`src/rtl/vec_seq_ctrl.sv`:
```
// Test-vector sequencer for a 3-input combinational block (a,b,c -> z).
// Plays a DEPTH-entry {a,b,c,exp} table, holds each vector HOLD cycles, and tallies mismatches.
module vec_seq_ctrl #(
  parameter int DEPTH  = 8,
  parameter int ADDR_W = 3,
  parameter int HOLD   = 4
) (
  input  logic              clk,
  input  logic              rst_n,
  input  logic              wr_en,
  input  logic [ADDR_W-1:0] wr_addr,
  input  logic [3:0]        wr_data,
  input  logic              start,
  input  logic              abort,
  input  logic              z_in,
  output logic              a_out,
  output logic              b_out,
  output logic              c_out,
  output logic              busy,
  output logic              done,
  output logic              pass,
  output logic [ADDR_W:0]   err_cnt,
  output logic [ADDR_W-1:0] err_first,
  output logic              err_valid
);

  localparam int HC_W = (HOLD > 1) ? $clog2(HOLD) : 1;

  typedef enum logic [1:0] {IDLE, RUN, DONE} state_t;

  state_t            state, state_nx;
  logic [3:0]        tbl [DEPTH];
  logic [ADDR_W-1:0] idx;
  logic [HC_W-1:0]   hc;
  logic              wr_acc, start_acc, sample, last, mism;
  logic [2:0]        row0_abc, nxt_abc;

  assign wr_acc    = wr_en && (state != RUN);
  assign start_acc = start && !abort && (state != RUN);
  assign sample    = (state == RUN) && (hc == HC_W'(HOLD - 1));
  assign last      = sample && (idx == ADDR_W'(DEPTH - 1));
  assign mism      = z_in != tbl[idx][0];

  // A write landing on the start edge must be visible in the first vector.
  assign row0_abc  = (wr_acc && wr_addr == '0) ? wr_data[3:1] : tbl[0][3:1];
  assign nxt_abc   = tbl[idx + ADDR_W'(1)][3:1];

  assign busy = (state == RUN);
  assign done = (state == DONE);

  // Table storage is deliberately not reset.
  always_ff @(posedge clk) begin
    if (wr_acc) tbl[wr_addr] <= wr_data;
  end

  always_ff @(posedge clk or negedge rst_n) begin
    if (!rst_n) state <= IDLE;
    else        state <= state_nx;
  end

  always_comb begin
    state_nx = state;
    if (abort) begin
      state_nx = IDLE;
    end else begin
      case (state)
        IDLE, DONE: if (start) state_nx = RUN;
        RUN:        if (last)  state_nx = DONE;
        default:    state_nx = IDLE;
      endcase
    end
  end

  always_ff @(posedge clk or negedge rst_n) begin
    if (!rst_n) begin
      idx                   <= '0;
      hc                    <= '0;
      {a_out, b_out, c_out} <= 3'b000;
      pass                  <= 1'b0;
      err_cnt               <= '0;
      err_first             <= '0;
      err_valid             <= 1'b0;
    end else if (abort) begin
      // Error tallies survive an abort so the partial run can be inspected.
      idx                   <= '0;
      hc                    <= '0;
      {a_out, b_out, c_out} <= 3'b000;
      pass                  <= 1'b0;
    end else if (start_acc) begin
      idx                   <= '0;
      hc                    <= '0;
      {a_out, b_out, c_out} <= row0_abc;
      pass                  <= 1'b0;
      err_cnt               <= '0;
      err_first             <= '0;
      err_valid             <= 1'b0;
    end else if (state == RUN) begin
      if (sample) begin
        hc <= '0;
        if (mism) begin
          err_cnt <= err_cnt + (ADDR_W+1)'(1);
          if (!err_valid) begin
            err_first <= idx;
            err_valid <= 1'b1;
          end
        end
        if (last) begin
          {a_out, b_out, c_out} <= 3'b000;
          pass                  <= (err_cnt == '0) && !mism;
        end else begin
          idx                   <= idx + ADDR_W'(1);
          {a_out, b_out, c_out} <= nxt_abc;
        end
      end else begin
        hc <= hc + HC_W'(1);
      end
    end
  end

endmodule

```
`config.mk`:
```
export PLATFORM = sky130hd
export DESIGN_NAME = vec_seq_ctrl
export DESIGN_NICKNAME = d
export VERILOG_FILES = /design/src/rtl/vec_seq_ctrl.sv
export SDC_FILE = /design/constraint.sdc
export NUM_CORES = 1
export LEC_CHECK = 0
export ABC_AREA = 1
export CAP_MARGIN = 20
export CORE_MARGIN = 2
export CORE_UTILIZATION = 56
export DETAILED_ROUTE_END_ITERATION = 6
export HOLD_SLACK_MARGIN = 0.03
export PLACE_DENSITY_LB_ADDON = 0.08
export SLEW_MARGIN = 15
export SYNTH_ARGS = -nofsm -noshare
export SYNTH_HDL_FRONTEND = slang
export SYNTH_SLANG_ARGS = --single-unit
export TNS_END_PERCENT = 30
```
`constraint.sdc`:
```
create_clock -name clk -period 2.25 [get_ports clk]
set_clock_uncertainty 0.15 [all_clocks]
set_input_delay 0.225 -clock clk [delete_from_list [all_inputs] [get_ports clk]]
set_output_delay 0.225 -clock clk [all_outputs]
set_load 0.005 [all_outputs]
```
==> PnR_summary.wiki <==
{| class="wikitable"
! Metric !! Value
|-
| Run status || finished clean
|-
| Final cell area excluding filler cells || between 2000 and 3000 µm²
|-
| Overflow after GRT || 0
|-
| Commonest non-fill, non-tap cell in the layout || sky130_fd_sc_hd__nand2_1
|-
| Portion of synthesized cell area occupied by the leading cell type || 38.4%
|-
| Slack of the worst reg-to-reg path || 0.31 ns
|-
| Tightest Hold Check Type || in -> async
|-
| Launch instance of the worst register-to-register path || idx[1]
|-
| Transition time at the pin with the least slew margin || between 0.4 and 0.5 ns
|-
| Worst setup path category || reg -> reg
|-
| Sequential cell area fraction in the yosys report || 57.4%
|-
| Via count of the first global-routing pass || approximately 1700
|-
| Effective utilization at floorplan || 57.9%
|-
| Final RePlAce weighted congestion || just over 0.8
|-
| Setup WS pre-CTS || around 0.34 ns
|-
| Cell area after placement || 2810 µm²
|-
| Crit path max fanout || 8
|-
| Wire length of the first global-routing pass || 8210 µm
|-
| Die X || 70.8 µm
|-
| Area growth, synth to finish || 15.9%
|-
| Data required time of the worst path || ~2.4 ns
|-
| Setup repair after global routing missed its margin || false
|-
| Post_cts resized || 0
|-
| Total Negative Setup Slacks || 0 ns
|-
| Antenna Violating Nets Remaining || 0
|-
| Total power consumption of the routed design || slightly below 2 mW
|-
| Clock transition at the register clock pins on the worst setup and hold paths after CTS || ~0.090 ns
|-
| Count of state elements after synthesis || ~50
|-
| Count of non-filler cells in the finished layout || approximately 340
|-
| Placed wire-length estimate after detailed placement || ~3600 µm
|-
| CTS Root Buffer Type || sky130_fd_sc_hd__clkbuf_8
|-
| Lkg Pwr || approximately 1.2 nW
|-
| Number of CTS-inserted buffers || 5
|-
| Die ar. || 5020 µm²
|-
| Clock latency at the later pin of the worst-skew pair || roughly 0.31 ns
|-
| Cell area after synthesis || between 2000 and 3000 µm²
|-
| Final Hold Viols || 0
|-
| Crit path to || b_out
|-
| Type of element capturing the critical path || flip-flop
|-
| Number of cells traversed by the worst register-to-register path || 9
|-
| Post-synthesis cell type with the largest combined area || sky130_fd_sc_hd__edfxtp_1
|-
| Max Buffers Root-to-Sink || 2
|-
| Setup-violating endpoint count in the final report || 0
|-
| CP startpoint kind || flip-flop
|-
| Crit path launch || idx[1]
|-
| Fraction of final layout cells with drive strength greater than 1 || approximately an eighth
|-
| Core Box Area || roughly 4300 µm²
|-
| Post-detailed-route wirelength per cell || around 15 µm
|-
| Top cells by area, synth || sky130_fd_sc_hd__edfxtp_1 (38%), sky130_fd_sc_hd__dfrtp_1 (19%), sky130_fd_sc_hd__nand2_1 (6.6%)
|-
| Number of placed I/O pins || 27
|-
| PortBufs || 26
|-
| DRC violation count after routing || 0
|-
| DRT iter0 DRCs || 172
|-
| Layout fillers || ~340
|-
| Avg Cell Area, Syn || approximately 9.9 µm²
|-
| Final core utilization || between 60% and 70%
|-
| Number of antenna violations at the first check in global routing || 0
|-
| Slew headroom || between 60% and 70%
|-
| Arrival time reported for the critical path endpoint || approximately 2.0 ns
|-
| Synthesized instance count || 252
|-
| CTS tree || done
|-
| CTS Hold Bufs || 0
|-
| Overall Global Routing Usage || a little over a fifth
|-
| Antenna diodes || 0
|-
| Count of buffers added by post-CTS timing repair for setup || 0
|-
| Final Net Count || 302
|-
| FF-to-FF End || b_out
|-
| Number of nets in the synthesized netlist || 270
|-
| Hold_ws || between 0.09 and 0.1 ns
|-
| Post-Route WL || roughly 4900 µm
|-
| Final Critical Period || slightly below 2 ns
|-
| Num rows || 24
|-
| Pre-antenna DRT Iters || 4
|-
| Number of levels in the clock H-tree || 2
|-
| Number of clock sinks || 51
|-
| Synth cell types || 33
|-
| Cell count after placement || ~330
|-
| Via-to-Cell Ratio || between 5 and 6
|-
| PwrDens || roughly 670 nW/µm²
|-
| Max Transition Viols Final || 0
|-
| Final period utilization || 86.2%
|-
| Die Y || between 70 and 80 µm
|-
| Pin count of the biggest net entering global routing || 20
|-
| Highest-count cells in the layout ignoring fill and taps || sky130_fd_sc_hd__nand2_1 (44), sky130_fd_sc_hd__nor2_1 (38), sky130_fd_sc_hd__edfxtp_1 (32), sky130_fd_sc_hd__inv_1 (28), sky130_fd_sc_hd__clkdlybuf4s50_1 (26)
|-
| Peak supply drop || roughly 460 µV
|-
| Via count of the routed design || 1819
|-
| Syn. warnings || 0
|-
| Max-cap violations || 0
|-
| Maximum achievable frequency || around 520 MHz
|-
| Smallest setup slack after layout || ~0.31 ns
|}
-- per-layer routing --
layer	part of all wire, %	routed length [µm]	track usage (%)
met5	0	0	0
met1	47	2300	31.1
met3	4.8	235	5.70
met4	1.4	70	7.55
met2	47	2310	32.3
-- cells by family (layout without fill, tap and decap cells) --
group | Yosys count | count (layout) | synth area share, %
AO/OA/AOI/OAI | 41 | 41 | 10.1
buffers and inverters | 38 | 71 | 7.15
AND/OR/NAND/NOR | 116 | 116 | 22.6
flip-flops | 51 | 51 | 57.4
XOR/XNOR | 1 | 1 | 0.350
adder cells (fa/ha/maj) | 5 | 5 | 2.50
-- flip-flops by register name, summed over array words and instances, names as in the netlist --
| name | cells |
|---|---|
| a_out | 1 |
| idx | 3 |
| b_out | 1 |
| err_valid | 1 |
| state | 2 |
| hc | 2 |
| err_cnt | 4 |
| tbl | 32 |
| err_first | 3 |
| pass | 1 |
| c_out | 1 |
-- cells in the mapped netlist (all sizes together) --
cell type	count
dfrtp	19
a2bb2oi	1
a32o	2
nor3	1
a21oi	9
nand2	49
nand3	17
clkinv	1
buf	4
nor2	41
xor2	1
ha	5
edfxtp	32
nand4	6
o21bai	1
clkbuf	1
or2	2
inv	32
o21ai	28
-- cell type report --
cell class                 count  area [µm²]  share of cell area, %
timing repair buffer          30         290                   10.0
sequential                    51        1440                   49.5
clock buffer                   6        72.6                   2.50
multi-input combinational    163         887                   30.6
inverter                      33         134                   4.61
tap                           52        65.1                   2.24
clock inverter                 2        16.3                  0.561
-- worst max-delay path, cell delays in order, from the launching register on --
cell	delay, ns
sky130_fd_sc_hd__dfrtp_1	0.42
sky130_fd_sc_hd__ha_1	0.46
sky130_fd_sc_hd__inv_1	0.18
sky130_fd_sc_hd__nor2_1	0.13
sky130_fd_sc_hd__o21ai_0	0.09
sky130_fd_sc_hd__o21ai_0	0.11
sky130_fd_sc_hd__o21bai_1	0.09
sky130_fd_sc_hd__o21ai_1	0.13
sky130_fd_sc_hd__nand2_1	0.06
sky130_fd_sc_hd__nand2_1	0.06
-- worst min path at each step --
stage,from,endpoint,slack [ns],cells after the start
global route,rst_n,idx[2],0.10,2
detailed placement,err_first[1],err_first[1],0.32,2
CTS,rst_n,err_first[2],0.1,2
global placement,err_first[1],err_first[1],0.31,2
finish,rst_n,pass,0.09,2
floorplan,rst_n,a_out,-0.22,0
-- where the power goes --
group / switching, mW / internal (mW) / leakage (nW)
clock network: 0.306 / 0.224 / 0.0418
registers: 0.0457 / 1.05 / 0.545
logic: 0.161 / 0.158 / 0.626
Power figures use the tool's default switching activity.
